$ cat config.mk
export PLATFORM = sky130hd
export DESIGN_NAME = io_interval_timer
export DESIGN_NICKNAME = d
export VERILOG_FILES = /design/src/rtl/io_interval_timer_pkg.sv /design/src/rtl/io_prescaler.sv /design/src/rtl/io_interval_timer.sv
export VERILOG_INCLUDE_DIRS = /design/src /design/src/rtl
export SDC_FILE = /design/constraint.sdc
export NUM_CORES = 1
export LEC_CHECK = 0
export BUFFER_PORTS_ARGS = -buffer_cell sky130_fd_sc_hd__buf_4
export CAP_MARGIN = 20
export CORE_MARGIN = 2
export CORE_UTILIZATION = 42
export DETAILED_ROUTE_END_ITERATION = 6
export PLACE_DENSITY = 0.68
export SYNTH_ARGS = -nofsm -noshare
export SYNTH_HDL_FRONTEND = slang
export SYNTH_SLANG_ARGS = --single-unit
$ cat constraint.sdc
create_clock -name clk -period 2.5 [get_ports clk]
set_input_delay 0.125 -clock clk [delete_from_list [all_inputs] [get_ports clk]]
set_output_delay 0.125 -clock clk [all_outputs]
set_load 0.03 [all_outputs]
$ cat src/rtl/constants.svh
// Shared constants for the interval timer: bus widths, the default device number
// and PDP-10 style bit positions, where bit 0 is the MSB and bit 35 the LSB.
`ifndef IO_INTERVAL_TIMER_CONSTANTS_SVH
`define IO_INTERVAL_TIMER_CONSTANTS_SVH

`define WORD   [35:0]
`define DEVICE [6:0]

`define WORD_W         36
`define COUNTER_W      18
`define DEVNUM_DEFAULT 7'o020

`define CONI_OVERRUN_BIT    30
`define CONI_DONE_BIT       31
`define CONO_CLEAR_DONE_BIT 31
`define CON_ENABLE_BIT      32
`define CON_PI_LEVEL_MSB    33
`define CON_PI_LEVEL_LSB    35
`define DATA_FIRST_BIT      18

`endif

$ cat src/rtl/io_interval_timer_pkg.sv
// Types, vector indices and the PI decode helper shared by the interval timer,
// its bus interface and its prescaler.
`include "constants.svh"

package io_interval_timer_pkg;

  localparam int WORD_W    = `WORD_W;
  localparam int COUNTER_W = `COUNTER_W;

  // Vector indices of the PDP-10 numbered status/control fields.
  localparam int OVERRUN_IX  = WORD_W - 1 - `CONI_OVERRUN_BIT;
  localparam int DONE_IX     = WORD_W - 1 - `CONI_DONE_BIT;
  localparam int CLEAR_IX    = WORD_W - 1 - `CONO_CLEAR_DONE_BIT;
  localparam int ENABLE_IX   = WORD_W - 1 - `CON_ENABLE_BIT;
  localparam int LEVEL_IX    = WORD_W - 1 - `CON_PI_LEVEL_LSB;
  localparam int LEVEL_W     = `CON_PI_LEVEL_LSB - `CON_PI_LEVEL_MSB + 1;
  localparam int DATA_LSB_IX = WORD_W - 1 - (`DATA_FIRST_BIT + COUNTER_W - 1);

  typedef logic [WORD_W-1:0]    word_t;
  typedef logic [6:0]           device_t;
  typedef logic [COUNTER_W-1:0] counter_t;
  typedef logic [LEVEL_W-1:0]   pi_level_t;
  typedef logic [1:7]           pi_bus_t;

  typedef struct packed {
    logic      overrun;
    logic      done;
    logic      enable;
    pi_level_t level;
  } status_t;

  function automatic pi_bus_t pi_decode(input logic done, input pi_level_t level);
    pi_bus_t pi;
    for (int l = 1; l <= 7; l++) begin
      pi[l] = done && (level == pi_level_t'(l));
    end
    return pi;
  endfunction

endpackage

$ cat src/rtl/io_prescaler.sv
// Divides clk by PRESCALE: counts 0..PRESCALE-1 while enabled and flags the wrap cycle.
module io_prescaler #(
  parameter int PRESCALE = 100
) (
  input  logic clk,
  input  logic reset,
  input  logic enable,
  input  logic clear,
  output logic tick
);
  localparam int CW = (PRESCALE > 1) ? $clog2(PRESCALE) : 1;
  localparam logic [CW-1:0] LAST = CW'(PRESCALE - 1);

  logic [CW-1:0] r_count;

  // A clear (interval reload) suppresses the wrap so the reload wins over a tick.
  assign tick = enable && !clear && (r_count == LAST);

  always_ff @(posedge clk) begin
    if (reset || clear) begin
      r_count <= '0;
    end else if (enable) begin
      r_count <= (r_count == LAST) ? '0 : r_count + 1'b1;
    end
  end
endmodule

$ cat src/rtl/io_interval_timer.sv
// Interval timer I/O device: DATAO/DATAI reach the 18-bit interval counter, CONO/CONI
// the ENABLE/DONE/OVERRUN/PI-level status; DONE raises a priority interrupt request.
`include "constants.svh"

module io_interval_timer
  import io_interval_timer_pkg::*;
#(
  parameter logic `DEVICE DEVNUM   = `DEVNUM_DEFAULT,
  parameter int           PRESCALE = 100
) (
  input  logic         clk,
  input  logic         reset,
  input  logic `DEVICE io_dev,
  input  logic         io_cond,
  input  logic         io_read,
  input  logic         io_write,
  input  logic `WORD   io_write_data,
  output logic `WORD   io_read_data,
  output logic         io_read_ack,
  output logic         io_write_ack,
  output logic         io_nxd,
  output pi_bus_t      io_pi
);
  logic     w_req, w_match, w_is_wr, w_is_rd, w_first;
  logic     w_datao, w_cono, w_tick, w_expire, w_presc_en;
  logic     w_unused_wdata;
  counter_t r_interval, r_counter, w_interval_nxt, w_counter_nxt;
  status_t  r_status, w_status_nxt;
  logic     r_req_seen;
  word_t    w_coni, w_datai;
  word_t    r_read_data;
  logic     r_read_ack, r_write_ack, r_nxd;
  pi_bus_t  r_pi;

  // A simultaneous read and write is treated as a write.
  assign w_req   = io_read | io_write;
  assign w_is_wr = io_write;
  assign w_is_rd = io_read & ~io_write;
  assign w_match = (io_dev == DEVNUM);
  assign w_first = w_req & ~r_req_seen;
  assign w_datao = w_first & w_is_wr & w_match & ~io_cond;
  assign w_cono  = w_first & w_is_wr & w_match & io_cond;

  assign w_presc_en = r_status.enable && (r_interval != '0);
  assign w_expire   = w_tick && (r_counter == counter_t'(1));
  assign w_unused_wdata = ^io_write_data[WORD_W-1:DATA_LSB_IX+COUNTER_W];

  io_prescaler #(.PRESCALE(PRESCALE)) u_prescaler (
    .clk    (clk),
    .reset  (reset),
    .enable (w_presc_en),
    .clear  (w_datao),
    .tick   (w_tick)
  );

  always_comb begin
    w_coni                            = '0;
    w_coni[OVERRUN_IX]                = r_status.overrun;
    w_coni[DONE_IX]                   = r_status.done;
    w_coni[ENABLE_IX]                 = r_status.enable;
    w_coni[LEVEL_IX +: LEVEL_W]       = r_status.level;
    w_datai                           = '0;
    w_datai[DATA_LSB_IX +: COUNTER_W] = r_counter;
  end

  always_comb begin
    // NOTE: every next-state value gets a default first, so no path leaves it unassigned and no latch is inferred.
    w_interval_nxt = r_interval;
    w_counter_nxt  = r_counter;
    w_status_nxt   = r_status;

    if (w_datao) begin
      w_interval_nxt = io_write_data[DATA_LSB_IX +: COUNTER_W];
      w_counter_nxt  = io_write_data[DATA_LSB_IX +: COUNTER_W];
    end else if (w_tick) begin
      if (r_counter == counter_t'(1)) w_counter_nxt = r_interval;
      else if (r_counter != '0)       w_counter_nxt = r_counter - 1'b1;
    end

    if (w_cono) begin
      w_status_nxt.enable = io_write_data[ENABLE_IX];
      w_status_nxt.level  = io_write_data[LEVEL_IX +: LEVEL_W];
      if (io_write_data[CLEAR_IX]) begin
        w_status_nxt.done    = 1'b0;
        w_status_nxt.overrun = 1'b0;
      end
    end

    // Expiry is applied last so it overrides a clear arriving on the same cycle.
    if (w_expire) begin
      w_status_nxt.done = 1'b1;
      if (r_status.done) w_status_nxt.overrun = 1'b1;
    end
  end

  always_ff @(posedge clk) begin
    // NOTE: state uses non-blocking assignments so every flop updates from the same pre-edge values.
    if (reset) begin
      r_req_seen  <= 1'b0;
      r_interval  <= '0;
      r_counter   <= '0;
      r_status    <= '0;
      r_read_data <= '0;
      r_read_ack  <= 1'b0;
      r_write_ack <= 1'b0;
      r_nxd       <= 1'b0;
      r_pi        <= '0;
    end else begin
      r_req_seen  <= w_req;
      r_interval  <= w_interval_nxt;
      r_counter   <= w_counter_nxt;
      r_status    <= w_status_nxt;
      r_read_ack  <= w_is_rd & w_match;
      r_write_ack <= w_is_wr & w_match;
      r_nxd       <= w_req & ~w_match;
      r_read_data <= (w_is_rd & w_match) ? (io_cond ? w_coni : w_datai) : '0;
      r_pi        <= pi_decode(w_status_nxt.done, w_status_nxt.level);
    end
  end

  assign io_read_data = r_read_data;
  assign io_read_ack  = r_read_ack;
  assign io_write_ack = r_write_ack;
  assign io_nxd       = r_nxd;
  assign io_pi        = r_pi;
endmodule

### After elaboration in Yosys (flattened, before gate mapping)

Cells that the tools add are included.

| cells by class | value |
|---|---|
| reduce and logical (&&, ||, !) cells | 20 |
| multiplexer cells | 10 |
| bitwise operators | 15 |
| $add $sub $neg | 2 |
| equality and inequality tests | 10 |

Operators by type and width:

| operator | count |
|---|---|
| 18-bit 2-to-1 mux | 4 |
| 18-bit nonzero test | 2 |
| 18-bit by 1-bit equality test with 1-bit output (second input constant) | 1 |
| 18-bit by 1-bit subtractor with 18-bit output (second input constant) | 1 |
| 3-bit equality test (second input constant) | 4 |
| 6-bit 2-to-1 mux | 2 |
| 1-bit logical AND | 11 |
| 1-bit AND | 9 |
| 7-bit by 1-bit adder with 7-bit output (second input constant) | 1 |
| 7-bit by 5-bit equality test with 1-bit output (second input constant) | 1 |
| 7-bit equality test (second input constant) | 1 |
| 7-bit 2-to-1 mux | 1 |
| 3-bit by 2-bit equality test with 1-bit output (second input constant) | 2 |
| 1-bit inverter | 5 |
| 2-bit 2-to-1 mux | 2 |
| 3-bit by 1-bit equality test with 1-bit output (second input constant) | 1 |
| 3-bit nonzero test | 1 |
| 3-bit OR reduction | 1 |
| 2-bit AND reduction | 1 |
| 2-bit nonzero test | 1 |
| 2-bit OR reduction | 1 |
| 1-bit zero test | 1 |
| 1-bit logical OR | 1 |
| 1-bit 2-to-1 mux | 1 |
| 1-bit bitwise OR | 1 |

| storage, ports and cells | value |
|---|---|
| register bits after elaboration | 96 |
| input port bits | 48 |

### Longest topological paths before layout

Gate-level depths: netlist (run 1).

| logic depth | value |
|---|---|
| depth in word-level cells | 11 |
| mapped depth | 8 |
| depth with buffers taken out | 8 |

### Cells and area by module

From an unflattened synthesis (run 1), not the netlist that was laid out.

| second synthesis, totals | value |
|---|---|
| cells, all modules | 434 |
| area total of the unflattened synthesis | 3686.0 µm² |

By module, submodules not included:

| module | times used | seq. area each (µm²) | area an instance (µm²) | cells each |
|---|---|---|---|---|
| io_interval_timer | 1 | 1421.4 | 3370.7 | 399 |
| io_prescaler | 1 | 140.1 | 315.3 | 35 |

### Least setup slack after synthesis (run 1)

No wires, ideal clock.

| timing path | value |
|---|---|
| kind | register -> register |
| from | reg r_counter[12] |
| to | reg r_pi[0], in the netlist io_pi[0] |
| cell stages (with the launch flop) | 8 |
| slack | 0.538 ns |
| path buffers | 1 |
| period minus slack after synthesis | 1.962 ns |
| required time | 2.435 ns |
| library setup time | 0.065 ns |
| data arrival time | 1.896 ns |
| path through | dfxtp_1 -> buf_6 -> nor4_4 -> and4b_4 -> nand3_4 -> o31ai_2 -> or3b_4 -> nor2b_1 |

| on the way | value |
|---|---|
| word-level cells in the longest chain between the ends | 4 |

RTL lines:

| what | RTL line | RTL |
|---|---|---|
| from (decl) | io_interval_timer.sv:27 | `counter_t r_interval, r_counter, w_interval_nxt, w_counter_nxt;` |
| from (signal assigned) | io_interval_timer.sv:111 | `r_counter <= w_counter_nxt;` |
| 18-bit by 1-bit equality test with 1-bit output | io_interval_timer.sv:45 | `assign w_expire = w_tick && (r_counter == counter_t'(1));` |
| 1-bit logical AND | io_interval_timer.sv:45 |  |
| 2-bit 2-to-1 mux | io_interval_timer.sv:90 | `if (w_expire) begin` |
| 1-bit logical AND | io_interval_timer_pkg.sv:35 | `pi[l] = done && (level == pi_level_t'(l));` |
| to (signal assigned) | io_interval_timer.sv:117 | `r_pi <= pi_decode(w_status_nxt.done, w_status_nxt.level);` |
| to (decl) | io_interval_timer.sv:33 | `pi_bus_t r_pi;` |

No other way between the ends.
A chain may end at the register's enable or synchronous reset.

### Final worst setup path (run 1)

| timing path | value |
|---|---|
| from | reg r_interval[0] |
| to | reg r_counter[6] |

| on the way | value |
|---|---|
| word-level cells in the longest chain between the ends | 6 |

RTL lines:

| what | RTL line | RTL |
|---|---|---|
| from (decl) | io_interval_timer.sv:27 |  |
| from (signal assigned) | io_interval_timer.sv:110 | `r_interval <= w_interval_nxt;` |
| 18-bit nonzero test | io_interval_timer.sv:44 | `assign w_presc_en = r_status.enable && (r_interval != '0);` |
| 1-bit logical AND | io_interval_timer.sv:44 |  |
| 1-bit logical AND (2 in a row) | io_prescaler.sv:17 | `assign tick = enable && !clear && (r_count == LAST);` |
| 2-bit nonzero test (no source line) | -- |  |
| 2-bit AND reduction (no source line) | -- |  |

No other way between the ends.

==> results of run 1 <==
metrics by stage:
| step | power [uW] | instances | worst slack, ns | hold slack [ns] | area [um2] |
|---|---|---|---|---|---|
| 6_report | 2509 | 608 | 0.2246 | 0.02342 | 4546 |
| 5_1_grt | 2586 | 608 | 0.1523 | 0.02330 | 4546 |
| 4_1_cts | 2524 | 608 | 0.1942 | 0.01692 | 4541 |
| 3_5_place_dp | 1404 | 590 | 0.1969 | 0.3603 | 4284 |
| 3_3_place_gp | 1402 | 590 | 0.3165 | 0.3576 | 4284 |
| 2_1_floorplan | 1372 | 448 | 0.5383 | 0.2336 | 3825 |
cell usage after synthesis, types with 5 or more instances:
| library cell | number |
|---|---|
| nor3b_1 | 5 |
| a31oi_1 | 6 |
| a211oi_1 | 6 |
| o211ai_1 | 6 |
| inv_1 | 6 |
| nor4_1 | 5 |
| clkbuf_1 | 19 |
| mux2i_1 | 20 |
| a2bb2oi_1 | 5 |
| xnor2_1 | 5 |
| xor2_1 | 10 |
| o21ai_0 | 5 |
| buf_4 | 19 |
| and2_1 | 13 |
| nand4_1 | 12 |
| dfxtp_1 | 78 |
| nor3_1 | 12 |
| a21oi_1 | 28 |
| nand2_1 | 51 |
| nor2_1 | 51 |
worst paths after layout:
kind                          startpoint                           to  slack, ns  cells after the start
max           r_interval[0]$_SDFFE_PP0P_    r_counter[6]$_SDFFE_PP0P_       0.22                      6
min                    io_write_data[15]  r_interval[15]$_SDFFE_PP0P_       0.02                      3
max reg2reg   r_interval[0]$_SDFFE_PP0P_    r_counter[6]$_SDFFE_PP0P_       0.22                      6
min reg2reg  r_interval[14]$_SDFFE_PP0P_  r_interval[14]$_SDFFE_PP0P_       0.47                      2
cell type report:
type	count	area (um2)	area share, %
flip-flops and latches	78	1562	34.35
repair buffers	80	605.6	13.32
clock inverters	7	112.6	2.477
well taps	108	135.1	2.973
inverters	6	22.52	0.4955
clock buffers	9	123.9	2.725
multi-input cells	320	1984	43.66
where the power goes:
group / internal [uW] / total, uW / leakage [uW] / switching, uW
sequential: 1240 / 1250 / 0.000629 / 1.75
clock: 658 / 1130 / 0.000119 / 474
combinational: 47.5 / 132 / 0.00112 / 84.5
total: 1950 / 2510 / 0.00186 / 560
cells by family (layout without fill, tap and decap cells):
group                      after synthesis  after routing  synth area share [%]
AOI/OAI and AO/OA                       76             76                 13.74
xor gates and xnor gates                15             15                 3.493
adders and majority gates                3              3                0.9981
buffers and inverters                   50            102                 7.551
DFF                                     78             78                 41.52
muxes                                   22             22                 5.921
other                                    1             18               0.09970
and+or+nand+nor                        186            186                 26.68
state kept, by name (all words and copies together) (netlist names), 6 cells and up:
name / cells
io_pi: 7
io_read_data: 18
r_counter: 18
r_interval: 18
r_status: 6
u_prescaler.r_count: 7
layout by cell type (no fill, tap or decap), types with 3 or more instances in the layout:
cell | Yosys | layout
clkbuf_8 | 0 | 9
buf_4 | 19 | 78
a2bb2oi_1 | 5 | 5
nor2b_1 | 4 | 4
nor4_1 | 5 | 5
o31ai_1 | 4 | 4
nand4_1 | 12 | 12
ha_1 | 3 | 3
nor2_1 | 51 | 51
a211oi_2 | 3 | 3
nor3_2 | 3 | 3
nor3b_1 | 5 | 5
a31oi_1 | 6 | 6
clkinv_2 | 0 | 3
o211ai_1 | 6 | 6
a311oi_1 | 3 | 3
and2_1 | 13 | 13
conb_1 | 1 | 18
nor3_1 | 12 | 12
inv_1 | 6 | 6
a211oi_1 | 6 | 6
nand3_1 | 3 | 3
bufinv_16 | 0 | 3
xnor2_1 | 5 | 5
nand2_1 | 51 | 51
dfxtp_1 | 78 | 78
nand4b_1 | 3 | 3
nand2b_1 | 4 | 4
mux2i_1 | 20 | 20
xor2_1 | 10 | 10
a21oi_1 | 28 | 28
o21ai_0 | 5 | 5
layer usage:
| layer | wire length [um] | vias to the layer above | part of all wire, % | global-route usage [%] |
|---|---|---|---|---|
| met5 | 0 | - | 0 | 0 |
| met4 | 151 | 0 | 1.7 | 7.482 |
| met3 | 602 | 15 | 6.8 | 4.397 |
| met2 | 4325 | 104 | 49 | 30.14 |
| met1 | 3731 | 1478 | 42 | 22.51 |
| li1 | - | 1610 | - | - |
tightest hold or removal path, delay by kind of cell:
family | cells | cell delay, ns
buffers and inverters | 1 | 0.11
and+or+nand+nor | 1 | 0.05
AOI/OAI and AO/OA | 1 | 0.05
what timing repair did:
| action | in CTS | in global routing |
|---|---|---|
| hold endpoints to repair | 2 | 0 |
| hold buffers | 2 | 0 |
| gates resized for setup | 0 | 1 |
| setup endpoints to repair | 0 | 4 |
==> results.yml, run 1 <==
run_status:
  status: "finished clean"
floorplan:
  boundaryPins: 94
  core-area_um2: 8721
  chipHeight_um: 98.63
  die-area_um2: 9728
  row_count: 34
  initial_core_util_pct: 43.13
  die_w_um: 98.63
detailed_routing:
  routedWlPerCell_um: 14.49
  postRouteAntennaNets: 0
  drc: 0
  drt-initial-drc-count: 216
  wl_mm: 8.810
  vias: 3207
  firstDrtPassIters: 4
  viasPerCell: 5.275
cells_and_area:
  area_delta_synth_final_pct: 20.86
  final_util_pct: 52.12
  drive_gt1_share_pct: 23.00
  fin_nets: 546
  antennaDiodeCount: 0
  n_fill_cell: 835
yosys:
  ys_seq_elements: 78
  synth_ff_type: "dfxtp_1"
  yosysSeqAreaShare_pct: 41.52
  yosys.area.top_type_share_pct: 41.52
  postSynthCellCount: 431
  synth.distinct_cells: 58
  yosys-top-cells-area: "dfxtp_1 (42%), mux2i_1 (5.3%), nand2_1 (5.1%)"
  synth.avg_cell_area_um2: 8.726
  synthArstFlopShare_pct: 0
  syn_area_um2: 3761
  ys_warn_count: 0
  synth_edf_count: 0
  synth_top_cell_by_area: "dfxtp_1"
sta:
  finalHoldViolations: 0
  slew_viol_final: 0
  tightest_slew_ns: 0.5276
  slew_headroom_pct: 64.83
  maxClockFrequency_ghz: 0.4395
  fin_setup_tns_ns: 0
  fin_crit_sh_pct: 91.02
  finClkSkew_ns: 0.007532
  rsz0062_at_grt: "no"
  period_needed_ns: 2.275
  finalSetupViolCount: 0
grt:
  grt_max_degree: 48
  grtUsageTotal_pct: 18.11
  grt-ovfl-total: 0
  grt_pass1_wl_mm: 14.34
  grt_pass1_vias: 3051
  antenna_found_initial: 0
worst_setup_path:
  critPathRequiredTime_ns: 2.75
  cp_data_arrival_time_ns: 2.52
  worstSetupPathType: "register to register"
  worstPathCellList: "nor4_1 -> nand4_1 -> o21ai_1 -> or2_2 -> nor3_1 -> a2111oi_2"
  critical_path.max_stage_delay_ns: 0.44
  crit_path_start_kind: "register"
  cp_max_fo: 13
  critPathBufInv: 0
  cpLargestDelayFamily: "simple AND/OR/NAND/NOR gates"
  slowest_stage: "nor4_1"
  end_kind: "register"
cts:
  cts_num_sinks: 78
  cts_buffers: 9
  cts_setup_buffers: 0
  cts_tree: "yes"
  cts.htree.levels: 3
  clock_latency_ns: 0.36
  clockBufferDepth: 2
  clk_pin_slew_ns: 0.08
  root_buffer: "clkbuf_8"
place:
  dp_hpwl_mm: 6.322
  place_congestion: 0.8452
  io_buffers: 57
power_and_ir_drop:
  leakagePower_uw: 0.001863
  power.density_nw_per_um2: 551.9
  peakVddDrop_uv: 228.0
flow_run:
  cap_violations: 0
hold_path:
  hp-class: "primary input to register"
Note: power is estimated with default switching activity, not from simulation.
==> run 2: changes to the inputs <==
--- a/config.mk
+++ b/config.mk
@@ -9,9 +9,9 @@
 export BUFFER_PORTS_ARGS = -buffer_cell sky130_fd_sc_hd__buf_4
 export CAP_MARGIN = 20
 export CORE_MARGIN = 2
-export CORE_UTILIZATION = 42
+export CORE_UTILIZATION = 31
 export DETAILED_ROUTE_END_ITERATION = 6
-export PLACE_DENSITY = 0.68
+export PLACE_DENSITY = 0.54
 export SYNTH_ARGS = -nofsm -noshare
 export SYNTH_HDL_FRONTEND = slang
 export SYNTH_SLANG_ARGS = --single-unit
==> constraint.sdc (replaced) <==
create_clock -name clk -period 2.1 [get_ports clk]
set_input_delay 0.105 -clock clk [delete_from_list [all_inputs] [get_ports clk]]
set_output_delay 0.105 -clock clk [all_outputs]
set_load 0.03 [all_outputs]
==> run 2 against run 1 <==
Against the previous run: sequential power is 19% higher; via count increased by 3.6%; setup slack worse by 0.15 ns; largest cell class unchanged; non-clock buffer count increased by 20.
==> results.yml, run 2 (same netlist as run 1, synthesis figures left out) <==
grt:
  grt_pass1_wl_mm: 15.76
  grt-ovfl-total: 0
  grtUsageTotal_pct: 15.30
  grt_pass1_vias: 3122
  grt_max_degree: 48
  antenna_found_initial: 0
cells_and_area:
  fin_area_um2: 4888
  final_common_cell: "buf_4"
  mostFrequentLayoutCells: "buf_4 (96), dfxtp_1 (76), nand2_1 (51), nor2_1 (50), a21oi_1 (27)"
  final_cells: 667
  antennaDiodeCount: 0
  area_delta_synth_final_pct: 29.97
  n_fill_cell: 1179
  drive_gt1_share_pct: 27.69
  multi_input_area_um2: 2026
  layout.area.seq_um2: 1564
  fin_nets: 566
floorplan:
  row_count: 40
  core-area_um2: 11910
  chipHeight_um: 114.2
  boundaryPins: 94
  die_w_um: 114.2
  initial_core_util_pct: 31.58
  die-area_um2: 13030
sta:
  tightest_slew_ns: 0.5345
  finClkSkew_ns: 0.004021
  worst_slack_ns: 0.07012
  maxClockFrequency_ghz: 0.4926
  period_needed_ns: 2.030
  timing.hold.ws_ns: 0.01904
  finalSetupViolCount: 0
  slew_headroom_pct: 64.37
  slew_viol_final: 0
  fin_crit_sh_pct: 96.66
  finalHoldViolations: 0
power_and_ir_drop:
  power.total_uw: 3197
  power.density_nw_per_um2: 654.1
  leakagePower_uw: 0.002029
  peakVddDrop_uv: 356.1
run_status:
  status: "finished clean"
hold_path:
  holdCritStartpoint: "io_write_data[2]"
  hp-class: "primary input to register"
worst_setup_path:
  critPathRequiredTime_ns: 2.37
  worstSetupPathType: "register to register"
  cp_max_fo: 6
  end_kind: "register"
  crit_path_start_kind: "register"
  cp_data_arrival_time_ns: 2.30
  timing.rr.start: "r_counter[15]$_SDFFE_PP0P_"
  startpoint: "r_counter[15]$_SDFFE_PP0P_"
cts:
  clock_latency_ns: 0.34
  cts_buffers: 9
  cts_tree: "yes"
  clockBufferDepth: 2
  cts.htree.levels: 3
  cts_num_sinks: 78
  clk_pin_slew_ns: 0.06
  root_buffer: "clkbuf_16"
detailed_routing:
  vias: 3324
  routedWlPerCell_um: 14.57
  firstDrtPassIters: 4
  drt-initial-drc-count: 171
  wl_mm: 9.717
  drc: 0
  postRouteAntennaNets: 0
  viasPerCell: 4.984
place:
  dp.cells: 649
  place_area_um2: 4521
  dpl_worst_slack_ns: 0.01679
  io_buffers: 57
  place_congestion: 0.8315
  dp_hpwl_mm: 7.042
flow_run:
  cap_violations: 0
run 2: cell types whose count changed in the layout (fill, tap and decap cells not counted), moves of 2 or more:
cell / change
buf_12: +3
buf_4: +18
bufinv_16: -2
clkbuf_16: +9
clkbuf_8: -7
dfxtp_1: -2
dfxtp_2: +2
nor2_2: +2
nor4_1: -3
nor4_2: +3
run 2: stage by stage:
| step | setup TNS [ns] | utilization [%] |
|---|---|---|
| 6_report | 0 | 41.04 |
| 5_1_grt | -0.003192 | 41.04 |
| 4_1_cts | 0 | 40.57 |
| 3_5_place_dp | 0 | 37.95 |
| 3_3_place_gp | 0 | 37.95 |
| 2_1_floorplan | 0 | - |
run 2: layout make-up:
cell class / count / area share, %
sequential: 78 / 31.99
clock inverter: 4 / 0.9214
timing repair buffer: 100 / 16.18
multi-input combinational: 320 / 41.44
tap: 147 / 3.762
inverter: 6 / 0.4607
clock buffer: 12 / 5.247
run 2: worst paths after layout:
kind,slack [ns],end,cells after the start
setup / recovery,0.07,r_status[5]$_SDFF_PP0_,6
hold / removal,0.02,r_counter[2]$_SDFFE_PP0P_,3
setup reg to reg,0.07,r_status[5]$_SDFF_PP0_,6
hold reg to reg,0.47,r_interval[15]$_SDFFE_PP0P_,2
run 2: worst max-delay path, stage by stage (launching register included):
cell and delay [ns]:
dfxtp_2 0.33, nor4_4 0.39, and4b_4 0.33, nand3_4 0.10, buf_4 0.18, or4b_4 0.51
a21oi_2 0.13
run 2: power by group:
part	internal, uW	switching (uW)	total, uW
Sequential	1480	1.81	1490
Clock	978	574	1550
Combinational	56.6	103	160
run 2: timing repair:
item,CTS,global route
endpoints found under the setup margin,0,15
hold buffers,1,0
resized for setup,0,11
buffers inserted,0,1
endpoints found under the hold margin,1,0
run 2: routing by layer:
layer / track usage, % / vias up / part of all wire [%]
met4: 6.423 / 0 / 2.1
met1: 20.83 / 1546 / 47
met2: 23.37 / 110 / 44
met5: 0 / - / 0
li1: - / 1649 / -
met3: 3.441 / 19 / 6.3
